[src/rtl/c3lib_rst_seq_pkg.sv]
// c3lib_rst_seq_pkg: shared types and sizing helpers for the reset release sequencer.
//   rst_seq_state_e : sequencer state encoding
//   count_width()   : bits needed to hold the values 0 .. n-1 (minimum 1)
package c3lib_rst_seq_pkg;

  typedef enum logic [1:0] {
    ASSERT   = 2'd0,
    WAIT_ACK = 2'd1,
    DONE     = 2'd2,
    ERR      = 2'd3
  } rst_seq_state_e;

  // Width of a counter or index that ranges over 0 .. n-1.
  function automatic int unsigned count_width(input int unsigned n);
    return (n <= 32'd1) ? 32'd1 : 32'($clog2(n));
  endfunction

endpackage

[src/rtl/c3lib_rst_seq_if.sv]
// c3lib_rst_seq_if: sequencer-side bundle of per-stage reset controls.
//   sw_rst_req  : single-cycle request to re-run the release sequence
//   stage_ack   : per-stage ready acknowledge (level, clk-synchronous)
//   stage_rst_n : per-stage active-low reset
//   seq_done    : every stage released and acknowledged
//   timeout_err : sticky acknowledge timeout flag
// master = the sequencer, slave = the reset domains / controlling logic.
interface c3lib_rst_seq_if #(
  parameter int unsigned NUM_STAGES = 4
);
  logic                  sw_rst_req;
  logic [NUM_STAGES-1:0] stage_ack;
  logic [NUM_STAGES-1:0] stage_rst_n;
  logic                  seq_done;
  logic                  timeout_err;

  modport master (
    input  sw_rst_req,
    input  stage_ack,
    output stage_rst_n,
    output seq_done,
    output timeout_err
  );

  modport slave (
    output sw_rst_req,
    output stage_ack,
    input  stage_rst_n,
    input  seq_done,
    input  timeout_err
  );
endinterface

[src/rtl/c3lib_rst_sync.sv]
// c3lib_rst_sync: reset deassertion synchronizer. Asserts asynchronously with
// rst_n, deasserts after SYNC_DEPTH clk edges. Kept as its own cell so the
// hardened flop chain is preserved untouched through synthesis.
//   clk        : clock
//   rst_n      : asynchronous active-low reset
//   sync_rst_n : synchronized reset, high SYNC_DEPTH edges after rst_n release
module c3lib_rst_sync #(
  parameter int unsigned SYNC_DEPTH = 2
) (
  input  logic clk,
  input  logic rst_n,
  output logic sync_rst_n
);

  logic [SYNC_DEPTH-1:0] sync_q;

  // Shift a constant 1 through the chain once reset is released.
  always_ff @(posedge clk or negedge rst_n) begin
    if (!rst_n) begin
      sync_q <= '0;
    end else begin
      sync_q <= {sync_q[SYNC_DEPTH-2:0], 1'b1};
    end
  end

  assign sync_rst_n = sync_q[SYNC_DEPTH-1];

endmodule

[src/rtl/c3lib_rst_seq.sv]
// c3lib_rst_seq: reset release sequencer. Holds every downstream domain in
// reset, then releases stages one at a time after a synchronized hold period,
// advancing only when the current stage acknowledges. A missing acknowledge
// raises a sticky timeout and freezes the sequence until sw_rst_req or rst_n.
//   clk   : clock
//   rst_n : asynchronous active-low reset
//   bus   : master side of c3lib_rst_seq_if (sw_rst_req, stage_ack in;
//           stage_rst_n, seq_done, timeout_err out, all flop-driven)
module c3lib_rst_seq
  import c3lib_rst_seq_pkg::*;
#(
  parameter int unsigned NUM_STAGES  = 4,
  parameter int unsigned SYNC_DEPTH  = 2,
  parameter int unsigned HOLD_CYCLES = 4,
  parameter int unsigned ACK_TIMEOUT = 16
) (
  input  logic                   clk,
  input  logic                   rst_n,
  c3lib_rst_seq_if.master        bus
);

  localparam int unsigned CNT_MAX = (HOLD_CYCLES > ACK_TIMEOUT) ? HOLD_CYCLES : ACK_TIMEOUT;
  localparam int unsigned CW      = count_width(CNT_MAX);
  localparam int unsigned IW      = count_width(NUM_STAGES);

  localparam logic [CW-1:0] HOLD_LAST = CW'(HOLD_CYCLES - 1);
  localparam logic [CW-1:0] ACK_LAST  = CW'(ACK_TIMEOUT - 1);
  localparam logic [IW-1:0] IDX_LAST  = IW'(NUM_STAGES - 1);

  rst_seq_state_e        state_q, state_d;
  logic [CW-1:0]         cnt_q, cnt_d;
  logic [IW-1:0]         idx_q, idx_d;
  logic [NUM_STAGES-1:0] stage_q, stage_d;
  logic                  done_q, done_d;
  logic                  err_q, err_d;
  logic                  sync_rst_n;
  logic                  ack_cur_c;

  c3lib_rst_sync #(
    .SYNC_DEPTH (SYNC_DEPTH)
  ) u_rst_sync (
    .clk        (clk),
    .rst_n      (rst_n),
    .sync_rst_n (sync_rst_n)
  );

  // Only the acknowledge of the stage currently being waited on matters.
  assign ack_cur_c = |(bus.stage_ack & (NUM_STAGES'(1) << idx_q));

  // State and output registers.
  always_ff @(posedge clk or negedge rst_n) begin
    if (!rst_n) begin
      state_q <= ASSERT;
      cnt_q   <= '0;
      idx_q   <= '0;
      stage_q <= '0;
      done_q  <= 1'b0;
      err_q   <= 1'b0;
    end else begin
      state_q <= state_d;
      cnt_q   <= cnt_d;
      idx_q   <= idx_d;
      stage_q <= stage_d;
      done_q  <= done_d;
      err_q   <= err_d;
    end
  end

  // Next-state and output logic; sw_rst_req outranks ack, ack outranks timeout.
  always_comb begin
    state_d = state_q;
    cnt_d   = cnt_q;
    idx_d   = idx_q;
    stage_d = stage_q;
    done_d  = done_q;
    err_d   = err_q;

    if (bus.sw_rst_req) begin
      // Synchronizer is left alone, so the hold period starts right away.
      state_d = ASSERT;
      cnt_d   = '0;
      idx_d   = '0;
      stage_d = '0;
      done_d  = 1'b0;
      err_d   = 1'b0;
    end else begin
      case (state_q)
        ASSERT: begin
          if (!sync_rst_n) begin
            cnt_d = '0;
          end else if (cnt_q == HOLD_LAST) begin
            stage_d = NUM_STAGES'(1);
            idx_d   = '0;
            cnt_d   = '0;
            state_d = WAIT_ACK;
          end else begin
            cnt_d = cnt_q + CW'(1);
          end
        end
        WAIT_ACK: begin
          if (ack_cur_c) begin
            if (idx_q == IDX_LAST) begin
              done_d  = 1'b1;
              state_d = DONE;
            end else begin
              stage_d = stage_q | (NUM_STAGES'(1) << (idx_q + IW'(1)));
              idx_d   = idx_q + IW'(1);
              cnt_d   = '0;
            end
          end else if (cnt_q == ACK_LAST) begin
            err_d   = 1'b1;
            state_d = ERR;
          end else begin
            cnt_d = cnt_q + CW'(1);
          end
        end
        DONE: begin
          state_d = DONE;
        end
        ERR: begin
          state_d = ERR;
        end
        default: begin
          state_d = ASSERT;
        end
      endcase
    end
  end

  assign bus.stage_rst_n = stage_q;
  assign bus.seq_done    = done_q;
  assign bus.timeout_err = err_q;

endmodule

[src/flat_wrapper.sv]
// flat-port wrapper written by rule: the top's interface ports become plain ports
module c3lib_rst_seq_flat import c3lib_rst_seq_pkg::*;
#(
  parameter int unsigned NUM_STAGES  = 4,
  parameter int unsigned SYNC_DEPTH  = 2,
  parameter int unsigned HOLD_CYCLES = 4,
  parameter int unsigned ACK_TIMEOUT = 16
)
  (clk, rst_n, bus_sw_rst_req, bus_stage_ack, bus_stage_rst_n, bus_seq_done, bus_timeout_err);
  c3lib_rst_seq_if #(.NUM_STAGES(NUM_STAGES)) bus_i ();
  input  logic clk;
  input  logic rst_n;
  input wire logic [$bits(bus_i.sw_rst_req)-1:0] bus_sw_rst_req;
  input wire logic [$bits(bus_i.stage_ack)-1:0] bus_stage_ack;
  output wire logic [$bits(bus_i.stage_rst_n)-1:0] bus_stage_rst_n;
  output wire logic [$bits(bus_i.seq_done)-1:0] bus_seq_done;
  output wire logic [$bits(bus_i.timeout_err)-1:0] bus_timeout_err;
  assign bus_i.sw_rst_req = bus_sw_rst_req;
  assign bus_i.stage_ack = bus_stage_ack;
  assign bus_stage_rst_n = bus_i.stage_rst_n;
  assign bus_seq_done = bus_i.seq_done;
  assign bus_timeout_err = bus_i.timeout_err;
  c3lib_rst_seq #(.NUM_STAGES(NUM_STAGES), .SYNC_DEPTH(SYNC_DEPTH), .HOLD_CYCLES(HOLD_CYCLES), .ACK_TIMEOUT(ACK_TIMEOUT)) u_core (.clk(clk), .rst_n(rst_n), .bus(bus_i));
endmodule
[config.mk]
export PLATFORM = sky130hd
export DESIGN_NAME = c3lib_rst_seq_flat
export DESIGN_NICKNAME = d
export VERILOG_FILES = /design/src/rtl/c3lib_rst_seq_pkg.sv /design/src/rtl/c3lib_rst_seq_if.sv /design/src/rtl/c3lib_rst_sync.sv /design/src/rtl/c3lib_rst_seq.sv /design/src/flat_wrapper.sv
export SDC_FILE = /design/constraint.sdc
export NUM_CORES = 1
export LEC_CHECK = 0
export ABC_AREA = 1
export BUFFER_PORTS_ARGS = -buffer_cell sky130_fd_sc_hd__clkbuf_2
export CAP_MARGIN = 10
export CORE_MARGIN = 4
export CORE_UTILIZATION = 50
export CTS_CLUSTER_SIZE = 8
export DETAILED_ROUTE_END_ITERATION = 8
export PLACE_DENSITY = 0.74
export SYNTH_ARGS = -nofsm -noshare
export SYNTH_HDL_FRONTEND = slang
export SYNTH_HIERARCHICAL = 1
export SYNTH_SLANG_ARGS = --single-unit
export TNS_END_PERCENT = 20
[constraint.sdc]
create_clock -name clk -period 1.6 [get_ports clk]
set_input_delay 0.08 -clock clk [delete_from_list [all_inputs] [get_ports clk]]
set_output_delay 0.08 -clock clk [all_outputs]
set_load 0.02 [all_outputs]
After elaboration in Yosys (flattened, before gate mapping):

Index checks and enable logic that the tools add are counted.

* register bits after elaboration: 16
* output and inout port bits: 6
* input port bits: 7
* word-level logic and storage cells: 74

* multiplexer cells: 34
* bitwise gates (word level): 2
* reductions and logical operators: 12
* eq/ne operators: 15
* shift-type cells: 2
* add/subtract/negate cells: 2

Operator list (number)
* two-way mux 4 bit: 11
* two-way mux 2 bit: 11
* case mux 4 bit (2 select lines): 2
* AND reduction 3 bit: 3
* two-way mux 1 bit: 8
* != test 4 bit (second input constant): 2
* case mux 2 bit (4 select lines): 1
* nonzero test 2 bit: 4
* << shifter 1 x 2 -> 4 bit (first input constant): 2
* == test 2 bit (second input constant): 3
* != test 3 x 2 -> 1 bit (second input constant): 2
* != test 3 bit (second input constant): 2
* AND reduction 5 bit: 1
* adder 4 x 1 -> 4 bit (second input constant): 1
* bitwise AND 4 bit: 1
* == test 4 x 2 -> 1 bit (second input constant): 1
* == test 4 bit (second input constant): 1
* != test 4 x 2 -> 1 bit (second input constant): 1
* != test 4 x 3 -> 1 bit (second input constant): 1
* OR 4 bit: 1
* case mux 2 bit (2 select lines): 1
* AND reduction 4 bit: 1
* OR reduction 4 bit: 1
* nonzero test 3 bit: 1
* 4 further kinds: 4

Logic depth before layout (Yosys ltp):

Gate-level depths: netlist of run 1.

* word-level depth: 7
* gate-level depth with buffers: 11
* depth with buffers taken out: 11

Cells and area by module:

The synthesis of run 1 kept the hierarchy.

By module, submodules not included
* c3lib_rst_seq: sequential area each 350.3 µm², area each 909.6 µm², cells each 114, instances 1
* c3lib_rst_sync: sequential area each 50.0 µm², area each 53.8 µm², cells each 3, instances 1

Worst setup path before layout of run 1:

No wires, ideal clock.

* path kind: register to register
* start point: register u_core.idx_q[0]
* end point: register u_core.cnt_q[2]
* buffers on the path: 0
* library setup time: 0.117 ns
* period minus slack after synthesis: 1.455 ns
* stages on the path, launching flop included: 11
* data required time: 1.483 ns
* data arrival time: 1.338 ns
* slack: 0.145 ns
* path through: dfrtp_1 -> inv_1 -> ha_1 -> nand2_1 -> nand2_4 -> o21ai_2 -> inv_2 -> nor2_4 -> inv_2 -> nand2_1 -> nand2_1

* longest elaborated chain between the ends: 6
* elaborated cells on any way between the ends: 10
* those cells by class: 3 x eq/ne; 1 x shift; 3 x mux; 1 x bitwise; 2 x reduce/logical

Ends and longest elaborated chain
* start, declared: RTL line c3lib_rst_seq.sv:32 `logic [IW-1:0] idx_q, idx_d;`
* start signal, assigned: RTL line c3lib_rst_seq.sv:62 `idx_q <= idx_d;`
* << shifter 1 x 2 -> 4 bit: RTL line c3lib_rst_seq.sv:48 `assign ack_cur_c = |(bus.stage_ack & (NUM_STAGES'(1) << idx_q));`
* bitwise AND 4 bit: RTL line c3lib_rst_seq.sv:48
* OR reduction 4 bit: RTL line c3lib_rst_seq.sv:48
* two-way mux 4 bit: RTL line c3lib_rst_seq.sv:101 `if (ack_cur_c) begin`
* case mux 4 bit (2 select lines): RTL line c3lib_rst_seq.sv:87 `case (state_q)`
* two-way mux 4 bit: RTL line c3lib_rst_seq.sv:78 `if (bus.sw_rst_req) begin`
* end signal, assigned: RTL line c3lib_rst_seq.sv:61 `cnt_q <= cnt_d;`
* end, declared: RTL line c3lib_rst_seq.sv:31 `logic [CW-1:0] cnt_q, cnt_d;`

Parallel ways exist; a longest one is shown, timed or not.
A chain may end at the register's enable or synchronous reset.

Worst setup path in the final report of run 1:

* start point: register u_core.idx_q[0]
* end point: register u_core.idx_q[0]

* longest elaborated chain between the ends: 5
* elaborated cells on any way between the ends: 12
* those cells by class: 1 x add/sub; 3 x eq/ne; 1 x shift; 4 x mux; 1 x bitwise; 2 x reduce/logical

Ends and longest elaborated chain (RTL line)
* adder 2 x 1 -> 2 bit / << shifter 1 x 2 -> 4 bit (equally long branches): c3lib_rst_seq.sv:107, c3lib_rst_seq.sv:48
* two-way mux 2 bit / bitwise AND 4 bit (equally long branches): c3lib_rst_seq.sv:102, c3lib_rst_seq.sv:48
* two-way mux 2 bit / OR reduction 4 bit (equally long branches): c3lib_rst_seq.sv:101, c3lib_rst_seq.sv:48
* case mux 2 bit (2 select lines) / != test 3 x 2 -> 1 bit (equally long branches)
* two-way mux 2 bit / AND reduction 5 bit (equally long branches)

Parallel ways exist; a longest one is shown, timed or not. The select of a mux whose other input is x is not followed.

==> results of run 1 <==
==> registers in the layout, indices dropped and copies added (netlist names) <==
name                      cells
u_core/bus.seq_done           1
u_core/bus.stage_rst_n        4
u_core/bus.timeout_err        1
u_core/cnt_q                  4
u_core/idx_q                  2
u_core/state_q                2
u_core/u_rst_sync/sync_q      2
==> synthesized netlist by cell type <==
cell,count
o21ai_2,2
nand2_1,34
dfrtp_1,16
nand4_1,6
nor3_1,3
nor2_2,1
a21boi_0,1
nand3_4,1
nor2_1,8
ha_1,6
o21ai_0,2
inv_2,3
nand3_1,8
conb_1,1
inv_1,11
a21oi_1,2
nand2_4,1
nor2_4,2
xor2_1,2
nand3_2,2
nand2_2,4
o21ai_4,1
==> routing by layer <==
layer	routed length, µm	vias up	track usage [%]
li1	-	429	-
met1	951	419	21.6
met2	1140	15	27.0
met3	68	4	3.44
met4	23	0	3.93
met5	0	-	0
==> worst max-delay path: stages, from the launching register on <==
cell,delay (ns)
dfrtp_2,0.49
inv_4,0.11
ha_4,0.15
nand2_4,0.05
nand2_4,0.08
nor2_4,0.06
o21ai_4,0.22
nand3_4,0.15
nand2_1,0.09
nand2_1,0.05
==> worst max path at each step <==
stage / endpoint / start / depth (start not counted) / slack (ns)
finish: u_core/idx_q[0] / u_core/idx_q[0] / 9 / 0.04
CTS: u_core/bus.stage_rst_n[3] / u_core/idx_q[0] / 9 / 0.02
global route: u_core/idx_q[1] / u_core/idx_q[0] / 9 / -0.05
global placement: u_core/cnt_q[3] / u_core/idx_q[0] / 10 / 0.02
detailed placement: u_core/cnt_q[0] / u_core/idx_q[0] / 9 / -0.03
floorplan: u_core/cnt_q[2] / u_core/idx_q[0] / 10 / 0.15
==> kinds of logic after synthesis <==
kind of cell,after synthesis,share of synthesized area [%]
simple gates,70,36.6
compound gates,8,6.36
flops,16,41.6
buf+inv,14,5.45
xor+xnor,2,1.82
fa+ha+maj,6,7.79
other cells,1,0.389
==> through the flow <==
stage          cell area [µm²]  instances  hold WS, ns  setup slack (ns)  TNS, ns
3_3_place_gp              1080        158       0.0163            0.0226        0
4_1_cts                   1150        165        0.174            0.0214        0
3_5_place_dp              1080        158       0.0226           -0.0287   -0.125
5_1_grt                   1280        170        0.185           -0.0477   -0.381
6_report                  1280        170        0.174            0.0430        0
2_1_floorplan              963        117       -0.216             0.145        0
==> final cells by class <==
type,instances,area [µm²]
multi-input cells,87,603
fillers,147,499
flip-flops and latches,16,403
repair buffers,24,153
inverters,14,57.6
clock buffers,4,36.3
well taps,25,31.3
==> report_power, final <==
part | total (mW) | switching (mW) | leakage (nW) | internal [mW]
Sequential | 0.590 | 0.100 | 0.210 | 0.490
Combinational | 0.919 | 0.545 | 0.441 | 0.375
Clock | 0.267 | 0.128 | 0.0210 | 0.139
Total | 1.78 | 0.773 | 0.672 | 1.00
==> timing repair <==
action,CTS,global route
hold endpoints to repair,16,0
setup buffers,2,5
resized for setup,3,23
pin swaps,3,14
endpoints found under the setup margin,10,11
hold buffers,1,0
==> placed cells by master (no fill, tap or decap), types with 4 or more instances in the layout <==
cell type and n:
nand2_2 7, nand4_1 6, clkbuf_2 12, nand2_4 4, nand3_1 8, buf_4 11
nand2_1 28, nor2_1 8, dfrtp_1 14, ha_4 4, inv_1 9
==> flow_metrics.env, run 1 <==
export IMPL_io_pins=13
export IMPL_core_area_um2=1780
export IMPL_min_path_type="in -> reg"
export IMPL_die_area_um2=2690
export IMPL_route_vias_total=867
export IMPL_r2r_start="u_core/idx_q[0]"
export IMPL_drive_gt1_share_pct=40.0
export IMPL_crit_path_start_kind="register"
export IMPL_die_y_um=51.9
export IMPL_via_per_inst=5.10
export IMPL_cap_violations=0
export IMPL_rows=15
export IMPL_synth_distinct_cells=22
export IMPL_grt_setup_unrepaired="yes"
export IMPL_fmax_mhz=642
export IMPL_clock_path_buffers=2
export IMPL_grt_overflow=0
export IMPL_antenna_found_initial=0
export IMPL_wl_um=2180
export IMPL_dp_hpwl_um=1480
export IMPL_status="finished, final reports clean"
export IMPL_hold_path_end="u_core/bus.seq_done"
export IMPL_insertion_delay_ns=0.29
export IMPL_cts_buffers=3
export IMPL_holdCritStartpoint="bus_sw_rst_req"
export IMPL_setup_viol=0
export IMPL_reg2reg_setup_slack_ns=0.04
export IMPL_ir_worst_vdd_uv=745
export IMPL_post_drt_wl_per_cell_um=12.8
export IMPL_grt_max_degree=17
export IMPL_cellPowerDensity_nw_per_um2=1380
export IMPL_grt_pass1_vias=796
export IMPL_drt_iter0_drc=20
export IMPL_r2r_end="u_core/idx_q[0]"
export IMPL_areaGrowthSynthToFinish_pct=33.2
export IMPL_gp_congestion=0.826
export IMPL_numPortBuffers=12
export IMPL_r2r_cells=9
export IMPL_synth_top_area_share_pct=41.6
export IMPL_tritoncts="yes"
export IMPL_syn_cell_area_um2=963
export IMPL_synth_top_area_cell="dfrtp_1"
export IMPL_hold_viol_final=0
export IMPL_syn_inst=117
export IMPL_ys_seq_area_share_pct=41.6
export IMPL_synth_area_per_cell_um2=8.23
export IMPL_syn_nets=130
export IMPL_clkSinkCount=16
export IMPL_grt_first_pass_wirelength_um=3310
export IMPL_fin_crit_sh_pct=97.3
export IMPL_worstPathRequired_ns=1.78
export IMPL_grt_util_all_layers_pct=16.3
export IMPL_nets=159
export IMPL_postRouteAntennaNets=0
export IMPL_drc=0
export IMPL_period_needed_ns=1.56
export IMPL_slew_violations=0
export IMPL_antenna_cells=0
export IMPL_critPathKind="reg -> reg"
export IMPL_clock_root_buffer="clkbuf_4"
export IMPL_cts_clk_slew_worst_paths_ns=0.09
export IMPL_start_util_pct=54.0
export IMPL_crit_fanout=6
export IMPL_htreeDepth=1
export IMPL_synth_seq_cells=16
export IMPL_finalClockSkew_ns=0.00295
export IMPL_drt_pass1_iterations=4
export IMPL_whs_path_depth=4
export IMPL_dieWidth_um=51.9
export IMPL_crit_path_end_kind="register"
export IMPL_yosys_top_cells_area="dfrtp_1, nand2_1, ha_1"
export IMPL_finalPower_mw=1.78
export IMPL_leakage_nw=0.672
export IMPL_synth_warnings=6
export IMPL_fin_util_pct=72.0
export IMPL_cp_arrival_ns=1.74
No activity file was read; power rests on OpenSTA's default activity.
==> run 2, diff against run 1 <==
- SETUP_SLACK_MARGIN: default -> 0.2
==> flow_metrics.env, run 2 (same netlist as run 1, synthesis figures left out) <==
export IMPL_status="finished, final reports clean"
export IMPL_path_buf_inv=2
export IMPL_critPathKind="reg -> reg"
export IMPL_nets=157
export IMPL_grt_max_degree=17
export IMPL_period_needed_ns=1.53
export IMPL_final_seq_area_um2=403
export IMPL_reg2reg_setup_slack_ns=0.07
export IMPL_die_area_um2=2690
export IMPL_drive_gt1_share_pct=39.9
export IMPL_r2r_end="u_core/cnt_q[2]"
export IMPL_leakage_nw=0.660
export IMPL_whs_ns=0.195
export IMPL_worstPathRequired_ns=1.77
export IMPL_insertion_delay_ns=0.28
export IMPL_areaGrowthSynthToFinish_pct=31.4
export IMPL_clock_root_buffer="clkbuf_4"
export IMPL_grt_util_all_layers_pct=18.4
export IMPL_num_fill_cells=138
export IMPL_htreeDepth=1
export IMPL_cts_buffers=3
export IMPL_setup_viol=0
export IMPL_fin_crit_sh_pct=95.9
export IMPL_cp_arrival_ns=1.71
export IMPL_grt_pass1_vias=873
export IMPL_clkSinkCount=16
export IMPL_rows=15
export IMPL_fin_util_pct=71.0
export IMPL_route_vias_total=835
export IMPL_via_per_inst=4.97
export IMPL_antenna_found_initial=0
export IMPL_grt_overflow=0
export IMPL_cap_violations=0
export IMPL_die_y_um=51.9
export IMPL_post_drt_wl_per_cell_um=12.6
export IMPL_finalClockSkew_ns=0.00326
export IMPL_start_util_pct=54.0
export IMPL_crit_fanout=5
export IMPL_path_delay_family="simple AND/OR/NAND/NOR gates"
export IMPL_r2r_cells=11
export IMPL_multi_input_area_um2=601
export IMPL_gp_congestion=0.869
export IMPL_crit_path_end_kind="register"
export IMPL_slew_violations=0
export IMPL_drt_iter0_drc=22
export IMPL_slowest_stage="dfrtp_2"
export IMPL_io_pins=13
export IMPL_tritoncts="yes"
export IMPL_r2r_start="u_core/idx_q[0]"
export IMPL_core_area_um2=1780
export IMPL_grt_first_pass_wirelength_um=3640
export IMPL_drc=0
export IMPL_grt_setup_unrepaired="yes"
export IMPL_mostFrequentLayoutCells="nand2_1, dfrtp_1, clkbuf_2"
export IMPL_wl_um=2110
export IMPL_dieWidth_um=51.9
export IMPL_whs_path_depth=4
export IMPL_worstSetupPathDepth=11
export IMPL_postRouteAntennaNets=0
export IMPL_clock_path_buffers=2
export IMPL_critical_path_startpoint="u_core/idx_q[0]"
export IMPL_ir_worst_vdd_uv=778
export IMPL_slowest_delay_ns=0.48
export IMPL_crit_chain="inv_4 > ha_4 > nand2_4 > nand2_4 > nor2_4 > nand2_2 > nand2_2 > nor2_4 > inv_2 > nand2_1 > nand2_1"
export IMPL_min_path_type="in -> reg"
export IMPL_numPortBuffers=12
export IMPL_layout_commonest_cell="nand2_1"
export IMPL_antenna_cells=0
export IMPL_hold_viol_final=0
export IMPL_dp_hpwl_um=1470
export IMPL_crit_path_start_kind="register"
export IMPL_drt_pass1_iterations=4
export IMPL_cellPowerDensity_nw_per_um2=1380
export IMPL_crit_path_end="u_core/cnt_q[2]"
export IMPL_cts_clk_slew_worst_paths_ns=0.09
export IMPL_fmax_mhz=652
-- run 2: worst min-delay path by stage --
stage	start	slack [ns]	end
after floorplan	rst_n	-0.22	u_core/bus.seq_done
after global placement	rst_n	0.02	u_core/cnt_q[1]
after detailed placement	rst_n	0.02	u_core/cnt_q[0]
after CTS	bus_sw_rst_req	0.17	u_core/bus.stage_rst_n[0]
after global routing	bus_sw_rst_req	0.21	u_core/bus.stage_rst_n[0]
final	bus_sw_rst_req	0.20	u_core/bus.seq_done
-- run 2: per-layer routing --
layer	up-vias	wire length, µm	track usage, %
li1	426	-	-
met3	2	43	1.72
met5	-	0	0
met4	0	17	6.55
met2	9	1140	34.5
met1	398	915	21.2
-- run 2: worst min-delay path, stage by stage --
cell	delay (ns)
clkbuf_2	0.15
inv_2	0.10
nand2_1	0.07
nand2_1	0.04
-- run 2: timing repair --
| action | 4_1_cts | 5_1_grt |
|---|---|---|
| gates cloned | 0 | 0 |
| hold buffers | 1 | 0 |
| resized for setup | 16 | 5 |
| hold endpoints to repair | 16 | 0 |
| setup endpoints to repair | 12 | 12 |
| pin swaps | 12 | 4 |
| setup buffers | 9 | 0 |
-- run 2: final cells by class --
type | instances | area share (%)
sequential | 16 | 31.8
multi-input combinational | 87 | 47.4
inverter | 14 | 4.55
clock buffer | 4 | 2.87
tap | 25 | 2.47
timing repair buffer | 22 | 10.9
-- run 2: power breakdown --
group / internal (mW) / total [mW] / switching [mW]
registers: 0.490 / 0.595 / 0.106
logic: 0.358 / 0.888 / 0.531
clock network: 0.138 / 0.260 / 0.122
total: 0.986 / 1.74 / 0.758
-- run 2: metrics by stage --
| stage | instances | setup TNS [ns] | setup WS (ns) | total power, mW | area, µm² |
|---|---|---|---|---|---|
| 4_1_cts | 168 | 0 | 0.0816 | 1.71 | 1250 |
| 3_3_place_gp | 154 | 0 | 0.0378 | 1.23 | 1060 |
| 6_report | 168 | 0 | 0.0658 | 1.74 | 1270 |
| 5_1_grt | 168 | -0.154 | -0.0196 | 1.87 | 1270 |
| 2_1_floorplan | 117 | 0 | 0.202 | 1.09 | 973 |
| 3_5_place_dp | 154 | 0 | 0.00596 | 1.25 | 1060 |
==> run 3, diff against run 2 <==
- PLACE_DENSITY: 0.74 -> 0.71
- clock period: 1.6 -> 1.8 ns (I/O delays scaled with it)
==> flow_metrics.env, run 3 (same netlist as run 1, synthesis figures left out) <==
export IMPL_antenna_found_initial=0
export IMPL_status="finished, final reports clean"
export IMPL_antenna_cells=0
export IMPL_numPortBuffers=12
export IMPL_cellPowerDensity_nw_per_um2=1250
export IMPL_insertion_delay_ns=0.29
export IMPL_areaGrowthSynthToFinish_pct=33.1
export IMPL_nets=158
export IMPL_layout_commonest_cell="nand2_1"
export IMPL_reg2reg_setup_slack_ns=0.16
export IMPL_die_area_um2=2690
export IMPL_leakage_nw=0.676
export IMPL_dp_hpwl_um=1400
export IMPL_r2r_cells=9
export IMPL_setup_viol=0
export IMPL_cts_clk_slew_worst_paths_ns=0.10
export IMPL_grt_first_pass_wirelength_um=3510
export IMPL_fmax_mhz=608
export IMPL_combPwrFrac_pct=52.5
export IMPL_grt_max_degree=17
export IMPL_hold_viol_final=0
export IMPL_dieWidth_um=51.9
export IMPL_crit_fanout=6
export IMPL_path_buf_inv=1
export IMPL_drc=0
export IMPL_finalClockSkew_ns=0.0136
export IMPL_postRouteAntennaNets=0
export IMPL_r2r_start="u_core/idx_q[0]"
export IMPL_hold_path_end="u_core/bus.stage_rst_n[0]"
export IMPL_post_drt_wl_per_cell_um=14.5
export IMPL_worstPathRequired_ns=1.97
export IMPL_grt_pass1_vias=814
export IMPL_cp_arrival_ns=1.82
export IMPL_grt_util_all_layers_pct=18.1
export IMPL_path_delay_family="simple AND/OR/NAND/NOR gates"
export IMPL_ir_worst_vdd_uv=747
export IMPL_drt_pass1_iterations=4
export IMPL_crit_chain="inv_4 > ha_4 > nand2_4 > nand2_4 > nor2_4 > o21ai_4 > nand3_4 > nand2_1 > nand2_1"
export IMPL_slowest_stage="dfrtp_2"
export IMPL_placed_cell_area_um2=1050
export IMPL_switching_share_pct=45.2
export IMPL_tritoncts="yes"
export IMPL_route_vias_total=883
export IMPL_crit_path_start_kind="register"
export IMPL_clock_root_buffer="clkbuf_4"
export IMPL_r2r_end="u_core/bus.stage_rst_n[1]"
export IMPL_io_pins=13
export IMPL_final_area_um2=1280
export IMPL_min_path_type="in -> reg"
export IMPL_drt_iter0_drc=32
export IMPL_fin_util_pct=71.9
export IMPL_grt_overflow=0
export IMPL_rows=15
export IMPL_period_needed_ns=1.64
export IMPL_p_int_uw=882
export IMPL_crit_path_end_kind="register"
export IMPL_grt_setup_unrepaired="yes"
export IMPL_holdCritStartpoint="bus_sw_rst_req"
export IMPL_clockPowerShare_pct=14.7
export IMPL_via_per_inst=5.22
export IMPL_wl_um=2460
export IMPL_slew_violations=0
export IMPL_core_area_um2=1780
export IMPL_cap_violations=0
export IMPL_clock_path_buffers=2
export IMPL_die_y_um=51.9
export IMPL_start_util_pct=54.0
export IMPL_htreeDepth=1
export IMPL_power_net_switching_uw=727
export IMPL_setup_tns_ns=0
export IMPL_drive_gt1_share_pct=39.6
export IMPL_critPathKind="reg -> reg"
export IMPL_clkSinkCount=16
export IMPL_p_seq_share_pct=32.8
export IMPL_whs_path_depth=4
export IMPL_cts_buffers=3
export IMPL_slowest_delay_ns=0.50
export IMPL_gp_congestion=0.852
export IMPL_fin_crit_sh_pct=91.3
export IMPL_whs_ns=0.163
export IMPL_mostFrequentLayoutCells="nand2_1, dfrtp_1, clkbuf_2"
[run 3: layout make-up]
cell class,instances,area (µm²)
multi-input cells,87,608
fillers,131,500
flip-flops and latches,16,403
repair buffers,23,149
inverters,14,55.1
clock buffers,4,36.3
well taps,25,31.3
[run 3: worst max-delay path by stage]
stage / from / to / slack (ns) / cells after the start
3_3_place_gp: u_core/idx_q[1] / u_core/bus.stage_rst_n[3] / 0.20 / 9
5_1_grt: u_core/idx_q[0] / u_core/bus.stage_rst_n[2] / 0.07 / 9
6_report: u_core/idx_q[0] / u_core/bus.stage_rst_n[1] / 0.16 / 9
3_5_place_dp: u_core/idx_q[0] / u_core/cnt_q[1] / 0.16 / 10
2_1_floorplan: u_core/idx_q[0] / u_core/cnt_q[2] / 0.35 / 10
4_1_cts: u_core/idx_q[0] / u_core/bus.stage_rst_n[1] / 0.20 / 8
[run 3: per-layer routing]
layer	global-route usage, %	vias up	routed length (µm)
li1	-	432	-
met1	20.9	411	1010
met2	29.9	34	1240
met3	6.02	6	155
met4	8.30	0	46
met5	0	-	0
[run 3: power by group through the flow]
| stage | Combinational (mW) | Clock (mW) | Sequential [mW] |
|---|---|---|---|
| after floorplan | 0.429 | 0 | 0.520 |
| after global placement | 0.573 | 0 | 0.507 |
| after detailed placement | 0.577 | 0 | 0.509 |
| after CTS | 0.693 | 0.245 | 0.516 |
| after global routing | 0.932 | 0.269 | 0.537 |
| final | 0.844 | 0.237 | 0.528 |
[run 3: worst min-delay path, cell delays in order]
cell      delay, ns
clkbuf_2       0.15
a21oi_1        0.06
nand4_1        0.08
nand2_1        0.05
[run 3: through the flow]
step	setup WS [ns]	cells	total power [mW]
5_1_grt	0.0736	169	1.74
3_3_place_gp	0.200	154	1.08
2_1_floorplan	0.345	117	0.949
4_1_cts	0.195	164	1.45
3_5_place_dp	0.158	154	1.09
6_report	0.156	169	1.61
[run 3: what timing repair did]
| item | 4_1_cts | 5_1_grt |
|---|---|---|
| gates resized for setup | 16 | 11 |
| endpoints found under the hold margin | 16 | 0 |
| setup buffers | 5 | 5 |
| cloned | 0 | 0 |
| pin swaps | 8 | 13 |
| hold buffers | 1 | 0 |
| setup endpoints to repair | 10 | 11 |
